`config.mk`:
```
export PLATFORM = sky130hd
export DESIGN_NAME = eeg_chip_rx
export DESIGN_NICKNAME = d
export VERILOG_FILES = /design/src/rtl/eeg_chip_rx.sv
export SDC_FILE = /design/constraint.sdc
export NUM_CORES = 1
export LEC_CHECK = 0
export ABC_AREA = 1
export BUFFER_PORTS_ARGS = -buffer_cell sky130_fd_sc_hd__buf_2
export CAP_MARGIN = 20
export CORE_ASPECT_RATIO = 0.9
export CORE_MARGIN = 2
export CORE_UTILIZATION = 46
export DETAILED_ROUTE_END_ITERATION = 16
export GPL_TIMING_DRIVEN = 0
export SYNTH_ARGS = -nofsm -noshare
export SYNTH_HDL_FRONTEND = slang
export SYNTH_SLANG_ARGS = --single-unit
export TNS_END_PERCENT = 1
```
`constraint.sdc`:
```
create_clock -name clk -period 2.64 [get_ports clk]
set_input_delay 0.264 -clock clk [delete_from_list [all_inputs] [get_ports clk]]
set_output_delay 0.264 -clock clk [all_outputs]
set_load 0.005 [all_outputs]
```
`src/rtl/eeg_chip_rx.sv`:
```
// eeg_chip_rx: pad-side receive stage. Packs narrow chip beats into wide words,
// then routes each completed word through a one-word stage register to either
// the data FIFO (toward the accelerator) or the command register (toward config).
module eeg_chip_rx #(
  parameter int CHIP_DAT_DW = 8,
  parameter int OUT_DW      = 32,
  parameter int FIFO_DEPTH  = 4
) (
  input  logic                   clk,
  input  logic                   rst_n,
  input  logic                   chip_dat_vld,
  input  logic                   chip_dat_lst,
  input  logic [CHIP_DAT_DW-1:0] chip_dat_dat,
  input  logic                   chip_dat_cmd,
  output logic                   chip_dat_rdy,
  output logic                   dat_vld,
  output logic                   dat_lst,
  output logic [OUT_DW-1:0]      dat_dat,
  input  logic                   dat_rdy,
  output logic                   cmd_vld,
  output logic                   cmd_lst,
  output logic [OUT_DW-1:0]      cmd_dat,
  input  logic                   cmd_rdy
);

  localparam int RATIO = OUT_DW / CHIP_DAT_DW;
  localparam int CNT_W = $clog2(RATIO);
  localparam int PTR_W = $clog2(FIFO_DEPTH);
  localparam logic [CNT_W-1:0] CNT_LAST = CNT_W'(RATIO - 1);

  // packer state
  logic [OUT_DW-1:0] sreg;
  logic [CNT_W-1:0]  cnt;
  logic              in_pkt;
  logic              pkt_cmd;

  // stage register between packer and the two destinations
  logic              stage_vld;
  logic              stage_lst;
  logic              stage_cmd;
  logic [OUT_DW-1:0] stage_dat;

  // keeps chip_dat_rdy low while reset is asserted and for the release cycle
  logic              rdy_en;

  // data FIFO; each entry carries {lst, word}
  logic [OUT_DW:0]   fifo_mem [FIFO_DEPTH];
  logic [PTR_W:0]    wr_ptr;
  logic [PTR_W:0]    rd_ptr;

  logic              fifo_empty;
  logic              fifo_full;
  logic              fifo_pop;
  logic              fifo_push;
  logic              cmd_load;
  logic              stage_push;
  logic              beat_acc;
  logic              word_done;
  logic              cur_cmd;
  logic [OUT_DW-1:0] word_nxt;

  // handshakes, stage drain decision and the word being assembled this beat
  always_comb begin
    fifo_empty = (wr_ptr == rd_ptr);
    fifo_full  = (wr_ptr[PTR_W] != rd_ptr[PTR_W]) &&
                 (wr_ptr[PTR_W-1:0] == rd_ptr[PTR_W-1:0]);
    fifo_pop   = !fifo_empty && dat_rdy;
    // a pop frees a slot in the same cycle, so a full FIFO can still accept
    cmd_load   = stage_vld && stage_cmd && (!cmd_vld || cmd_rdy);
    fifo_push  = stage_vld && !stage_cmd && (!fifo_full || fifo_pop);
    stage_push = cmd_load || fifo_push;

    chip_dat_rdy = rdy_en && (!stage_vld || stage_push);
    beat_acc     = chip_dat_vld && chip_dat_rdy;
    word_done    = beat_acc && (chip_dat_lst || (cnt == CNT_LAST));
    cur_cmd      = in_pkt ? pkt_cmd : chip_dat_cmd;

    // starting from zero on beat 0 keeps bits above the last beat cleared
    word_nxt = (cnt == '0) ? '0 : sreg;
    for (int k = 0; k < RATIO; k++) begin
      if (cnt == CNT_W'(k)) begin
        word_nxt[k*CHIP_DAT_DW +: CHIP_DAT_DW] = chip_dat_dat;
      end
    end

    dat_vld = !fifo_empty;
    {dat_lst, dat_dat} = fifo_mem[rd_ptr[PTR_W-1:0]];
  end

  // ready enable comes up one cycle after reset release
  always_ff @(posedge clk or negedge rst_n) begin
    if (!rst_n) begin
      rdy_en <= 1'b0;
    end else begin
      rdy_en <= 1'b1;
    end
  end

  // packer: beat counter, partial word and packet type tracking
  always_ff @(posedge clk or negedge rst_n) begin
    if (!rst_n) begin
      sreg    <= '0;
      cnt     <= '0;
      in_pkt  <= 1'b0;
      pkt_cmd <= 1'b0;
    end else if (beat_acc) begin
      if (!in_pkt) begin
        pkt_cmd <= chip_dat_cmd;
      end
      if (word_done) begin
        sreg   <= '0;
        cnt    <= '0;
        in_pkt <= !chip_dat_lst;
      end else begin
        sreg   <= word_nxt;
        cnt    <= cnt + 1'b1;
        in_pkt <= 1'b1;
      end
    end
  end

  // stage: captures each completed word, empties when a destination takes it
  always_ff @(posedge clk or negedge rst_n) begin
    if (!rst_n) begin
      stage_vld <= 1'b0;
      stage_lst <= 1'b0;
      stage_cmd <= 1'b0;
      stage_dat <= '0;
    end else if (word_done) begin
      stage_vld <= 1'b1;
      stage_lst <= chip_dat_lst;
      stage_cmd <= cur_cmd;
      stage_dat <= word_nxt;
    end else if (stage_push) begin
      stage_vld <= 1'b0;
    end
  end

  // data FIFO storage and pointers; storage is cleared so outputs read 0 in reset
  always_ff @(posedge clk or negedge rst_n) begin
    if (!rst_n) begin
      for (int i = 0; i < FIFO_DEPTH; i++) begin
        fifo_mem[i] <= '0;
      end
      wr_ptr <= '0;
      rd_ptr <= '0;
    end else begin
      if (fifo_push) begin
        fifo_mem[wr_ptr[PTR_W-1:0]] <= {stage_lst, stage_dat};
        wr_ptr <= wr_ptr + 1'b1;
      end
      if (fifo_pop) begin
        rd_ptr <= rd_ptr + 1'b1;
      end
    end
  end

  // command register: holds one word until the config side takes it
  always_ff @(posedge clk or negedge rst_n) begin
    if (!rst_n) begin
      cmd_vld <= 1'b0;
      cmd_lst <= 1'b0;
      cmd_dat <= '0;
    end else if (cmd_load) begin
      cmd_vld <= 1'b1;
      cmd_lst <= stage_lst;
      cmd_dat <= stage_dat;
    end else if (cmd_rdy) begin
      cmd_vld <= 1'b0;
    end
  end

endmodule

```
; ---- Word level (Yosys, flattened, before mapping)
; Cells that the tools add are included.
[totals]
out_inout_bits = 69
inputBits = 15
word_cells = 75
regBits = 244
[classes]
muxes = 19
bitwise = 2
n_eq_ne = 6
addsub = 3
n_reduce_logical = 24
order_cmp = 3
[ops]
columns = cell, n
row1 = bitwise mux 132 bit, 1
row2 = 2-to-1 mux 33 bit, 3
row3 = binary-select mux 33 bit (select 2 bit), 1
row4 = demux 33 bit (select 2 bit), 1
row5 = 2-to-1 mux 32 bit, 2
row6 = 2-to-1 mux 8 bit, 4
row7 = logical AND 1 bit, 10
row8 = "adder 3 x 1 -> 3 bit, second input constant", 2
row9 = "greater-or-equal comparator 3 bit, second input constant", 2
row10 = zero test 1 bit, 6
row11 = 2-to-1 mux 1 bit, 6
row12 = inverter 2 -> 3 bit, 2
row13 = logical OR 1 bit, 5
row14 = "equality test 2 bit, second input constant", 2
row15 = nonzero test 2 bit, 2
row16 = equality test 3 bit, 1
row17 = "< comparator 3 x 1 -> 1 bit, second input constant", 1
row18 = "adder 2 x 1 -> 2 bit, second input constant", 1
row19 = "equality test 2 x 1 -> 1 bit, second input constant", 1
row20 = equality test 2 bit, 1
row21 = zero test 2 bit, 1
row22 = 2-to-1 mux 2 bit, 1
row23 = != test 1 bit, 1

; ---- Depth between registers and ports, before layout
[logic_depth]
word_depth = 11
depth_mapped = 12
ltp_nobuf = 11

; ---- Worst setup path after synthesis
; Ideal clock, no wire load.
[synth_timing]
path_type = reg-to-reg
start = reg cnt[0]
end = reg sreg[7]
period_less_slack_ns = 1.653
arrival_ns = 1.538
n_path_buf = 2
setup_ns = 0.115
slack_ns = 0.987
path_stages_with_launch = 10
t_required_ns = 2.525
path_cell_list = dfrtp_1 -> inv_1 -> ha_1 -> clkbuf_1 -> clkbuf_1 -> nand2_1 -> o21ai_0 -> nor2_1 -> o21ai_2 -> inv_2
[synth_via]
elab_chain_len = 4
elab_cells_between_ends = 7
cone_classes = 1 x eq/ne / 3 x mux / 3 x reduce/logical
[synth_lines]
columns = element, line_no
row1 = start: declaration, 33  ; logic [CNT_W-1:0] cnt;
row2 = start signal: assignment, 116  ; cnt <= cnt + 1'b1;
row3 = zero test 2 bit or equality test 2 bit (tied branches), "79, 81, 75"
row4 = 2-to-1 mux 32 bit or logical OR 1 bit (tied branches), "79, 75"
row5 = 2-to-1 mux 8 bit or logical AND 1 bit (tied branches), "81, 75"
row6 = 2-to-1 mux 32 bit *, 110  ; if (word_done) begin
row7 = end signal: assignment, 115  ; sreg <= word_nxt;
row8 = end: declaration, 32  ; logic [OUT_DW-1:0] sreg;
; Every way passes the cells marked *; elsewhere a longest branch is shown, timed or not.
; A chain may end at the register's enable or synchronous reset.

; ---- Worst setup path in the final report
[layout_timing]
start = reg rd_ptr[0]
end = out dat_dat[13]
[layout_via]
elab_chain_len = 4
[layout_lines]
columns = element, line_no
row1 = start: declaration, 49  ; logic [PTR_W:0] rd_ptr;
row2 = start signal: assignment, 153  ; rd_ptr <= rd_ptr + 1'b1;
row3 = inverter 2 -> 3 bit (not written as such), 87  ; {dat_lst, dat_dat} = fifo_mem[rd_ptr[PTR_W-1:0]];
row4 = binary-select mux 33 bit (select 2 bit), 87
row5 = 2-to-1 mux 33 bit (not written as such) (2 in a row), 87
row6 = end: declaration, 18  ; output logic [OUT_DW-1:0] dat_dat,
; No other way between the ends. The select of a mux whose other input is x is not followed.

==> results.json <==
{
  "mappedNetlistArea_um2": 11190,
  "fmax_mhz": 395.4,
  "ir_worst_vdd_v": 0.0006365,
  "comb_power_share_pct": 41.7,
  "reg2reg_depth": 10,
  "startpoint": "rd_ptr[0]",
  "layout-drive-gt1-share_pct": 15.75,
  "antenna_cells": 0,
  "p_int_uw": 10660,
  "synth_seq_cells": 244,
  "clkLatencyLatePin_ps": 550,
  "grtUsageMet3_pct": 3.100,
  "p_switching_uw": 6894,
  "dpl-instance-area_um2": 12060,
  "die_x_um": 168.4,
  "ioPinCount": 84,
  "wl_per_cell_um": 17.64,
  "final_common_cell": "nand2_1",
  "relSlewSlack_pct": 56.06,
  "placed_cells": 1652,
  "slew_violations": 0,
  "synth_top_area_share_pct": 54.55,
  "ys_seq_area_share_pct": 54.55,
  "hp-start": "dat_rdy",
  "final_cell_mix": "nand2_1, dfrtp_1, o21a_1, inv_1, o21ai_0",
  "grt_pass1_wl_um": 49180,
  "finalHoldViolations": 0,
  "power_frac_clock_pct": 21.2,
  "grt_pass1_vias": 8786,
  "hpwl_um": 21060,
  "final_cells": 1705,
  "row_count": 54,
  "port_buffers": 83,
  "crit_type": "flip-flop to output pin",
  "p_leak_uw": 0.006250,
  "swShare_pct": 39.28,
  "antenna_found_initial": 0,
  "drt_iter0_markers": 612,
  "synth_edf_count": 0,
  "status": "finished clean",
  "tns_ps": 0,
  "gp_congestion": 0.8025,
  "ys_warn_count": 0,
  "dieHeight_um": 152.0,
  "final_cell_area_um2": 12990,
  "synth_nets": 1283,
  "dieArea_um2": 25600,
  "power.density_nw_per_um2": 1351,
  "synthTopCellsByArea": "dfrtp_1, nand2_1, o21a_1, o21ai_0, inv_1",
  "yosys.cell_types.count": 29,
  "drt_first_pass_iters": 5,
  "clock_sinks": 244,
  "min_path_cells": 3,
  "final.period_utilization_pct": 95.80,
  "vias": 8850,
  "drc_errors": 0,
  "viasPerCell": 5.191,
  "async_reset_ff_share_pct": 100.0,
  "rsz0062_at_grt": "false",
  "initial_core_util_pct": 46.54,
  "end_kind": "output pin",
  "cts_root_buf": "clkbuf_16",
  "skew_ps": 29.32,
  "post-route-min-period_ps": 2529,
  "grtUsageTotal_pct": 24.21,
  "grt_max_degree": 97,
  "crit_path_max_fanout": 10,
  "yosys.area.top_type": "dfrtp_1",
  "crit_path_start_kind": "flip-flop",
  "worst_slack_ps": 110.9,
  "cp.required_ps": 2380,
  "top_usage_layer": "met2",
  "area_delta_synth_final_pct": 16.05,
  "seqPwrFrac_pct": 37.1,
  "worstPathArrival_ps": 2270,
  "grt_util_met2_pct": 37.12,
  "htreeDepth": 1,
  "clkSlewWorstSetupHoldPaths_ps": 60,
  "syn_avg_cell_area_um2": 8.891,
  "gr-usage-met1_pct": 36.39,
  "fillCellCount": 2291,
  "dp_worst_setup_slack_ps": 297.3,
  "setup_viol": 0,
  "worst-slew-pin-transition_ps": 659.1,
  "clockBufferDepth": 3,
  "cap_violations": 0,
  "synthFlopType": "dfrtp_1",
  "hold_slack_ps": 25.38,
  "min_path_type": "input port to flip-flop",
  "ant_nets": 0,
  "ff2ff_setup_slack_ps": 440,
  "drt-total-wl_um": 30080,
  "core_area_um2": 24050,
  "r2r-start": "rd_ptr[1]",
  "syn-instance-count": 1259,
  "overflow": 0,
  "numCtsBuffers": 27,
  "fin_nets": 1401,
  "cts_tree": "yes"
}
[power by group through the flow]
stage | logic (uW) | registers [uW] | clock network [uW]
2_1_floorplan | 4900 | 6330 | 0
3_3_place_gp | 7200 | 6510 | 0
3_5_place_dp | 7310 | 6570 | 0
4_1_cts | 7360 | 6510 | 3800
5_1_grt | 8220 | 6750 | 3950
6_report | 7320 | 6520 | 3720
[cell usage after synthesis, drive strengths merged, types with 9 or more instances]
master and count:
a22oi 16, buf 36, clkbuf 45, dfrtp 244
ha 9, inv 141, nand2 297, nand3 13
nand4 34, nor2 105, o21a 132, o21ai 142
o22ai 33
[logic make-up after synthesis]
group | synth area share, %
XOR/XNOR | 0.3130
multiplexers | 0.1006
adder cells (fa/ha/maj) | 1.006
flip-flops | 54.55
other | 0.03350
AO/OA/AOI/OAI | 18.87
AND/OR/NAND/NOR | 16.35
buffers and inverters | 8.775
[metal layers]
layer	wire, um	part of all wire (%)
met1	14580	48
met2	13450	45
met3	1207	4.0
met4	840	2.8
met5	0	0
[critical path: stages, from the launching register on]
cell,delay (ps)
dfrtp_1,450
inv_2,120
clkbuf_2,240
clkbuf_2,340
nor2_1,70
o22ai_1,320
buf_2,180
[cell type report]
| cell class | instances | area [um2] | area share, % |
|---|---|---|---|
| clock buffer | 41 | 808.3 | 6.222 |
| multi-input combinational | 791 | 4105 | 31.60 |
| tap | 308 | 385.4 | 2.967 |
| clock inverter | 8 | 68.82 | 0.5298 |
| inverter | 143 | 536.8 | 4.132 |
| timing repair buffer | 89 | 518.0 | 3.988 |
| buffer | 81 | 460.4 | 3.545 |
| sequential | 244 | 6107 | 47.01 |
[final timing paths]
path / end
worst max-delay path: dat_dat[13]
worst min-delay path: rd_ptr[2]
worst max register to register: fifo_mem[73]
worst min register to register: stage_lst
max in group asynchronous: cmd_dat[17]
min in group asynchronous: fifo_mem[8]
[flip-flops by register name, indices dropped and copies added, names as in the netlist]
register / count
stage_cmd: 1
sreg: 32
rd_ptr: 3
in_pkt: 1
wr_ptr: 3
stage_lst: 1
pkt_cmd: 1
cmd_dat: 32
stage_dat: 32
cnt: 2
cmd_vld: 1
cmd_lst: 1
rdy_en: 1
fifo_mem: 132
stage_vld: 1
[stage by stage]
step	power (uW)	utilization (%)
floorplan	11230	-
global placement	13710	49.86
detailed placement	13890	50.14
CTS	17670	53.98
global route	18920	54.01
finish	17550	54.01
[what timing repair did]
action	4_1_cts	5_1_grt
gates resized for setup	8	6
pin swaps	1	0
hold endpoints to repair	74	0
endpoints found under the setup margin	30	18
hold buffers	3	0
gates cloned	0	0
setup buffers	1	0
No activity file was read; power rests on OpenSTA's default activity.
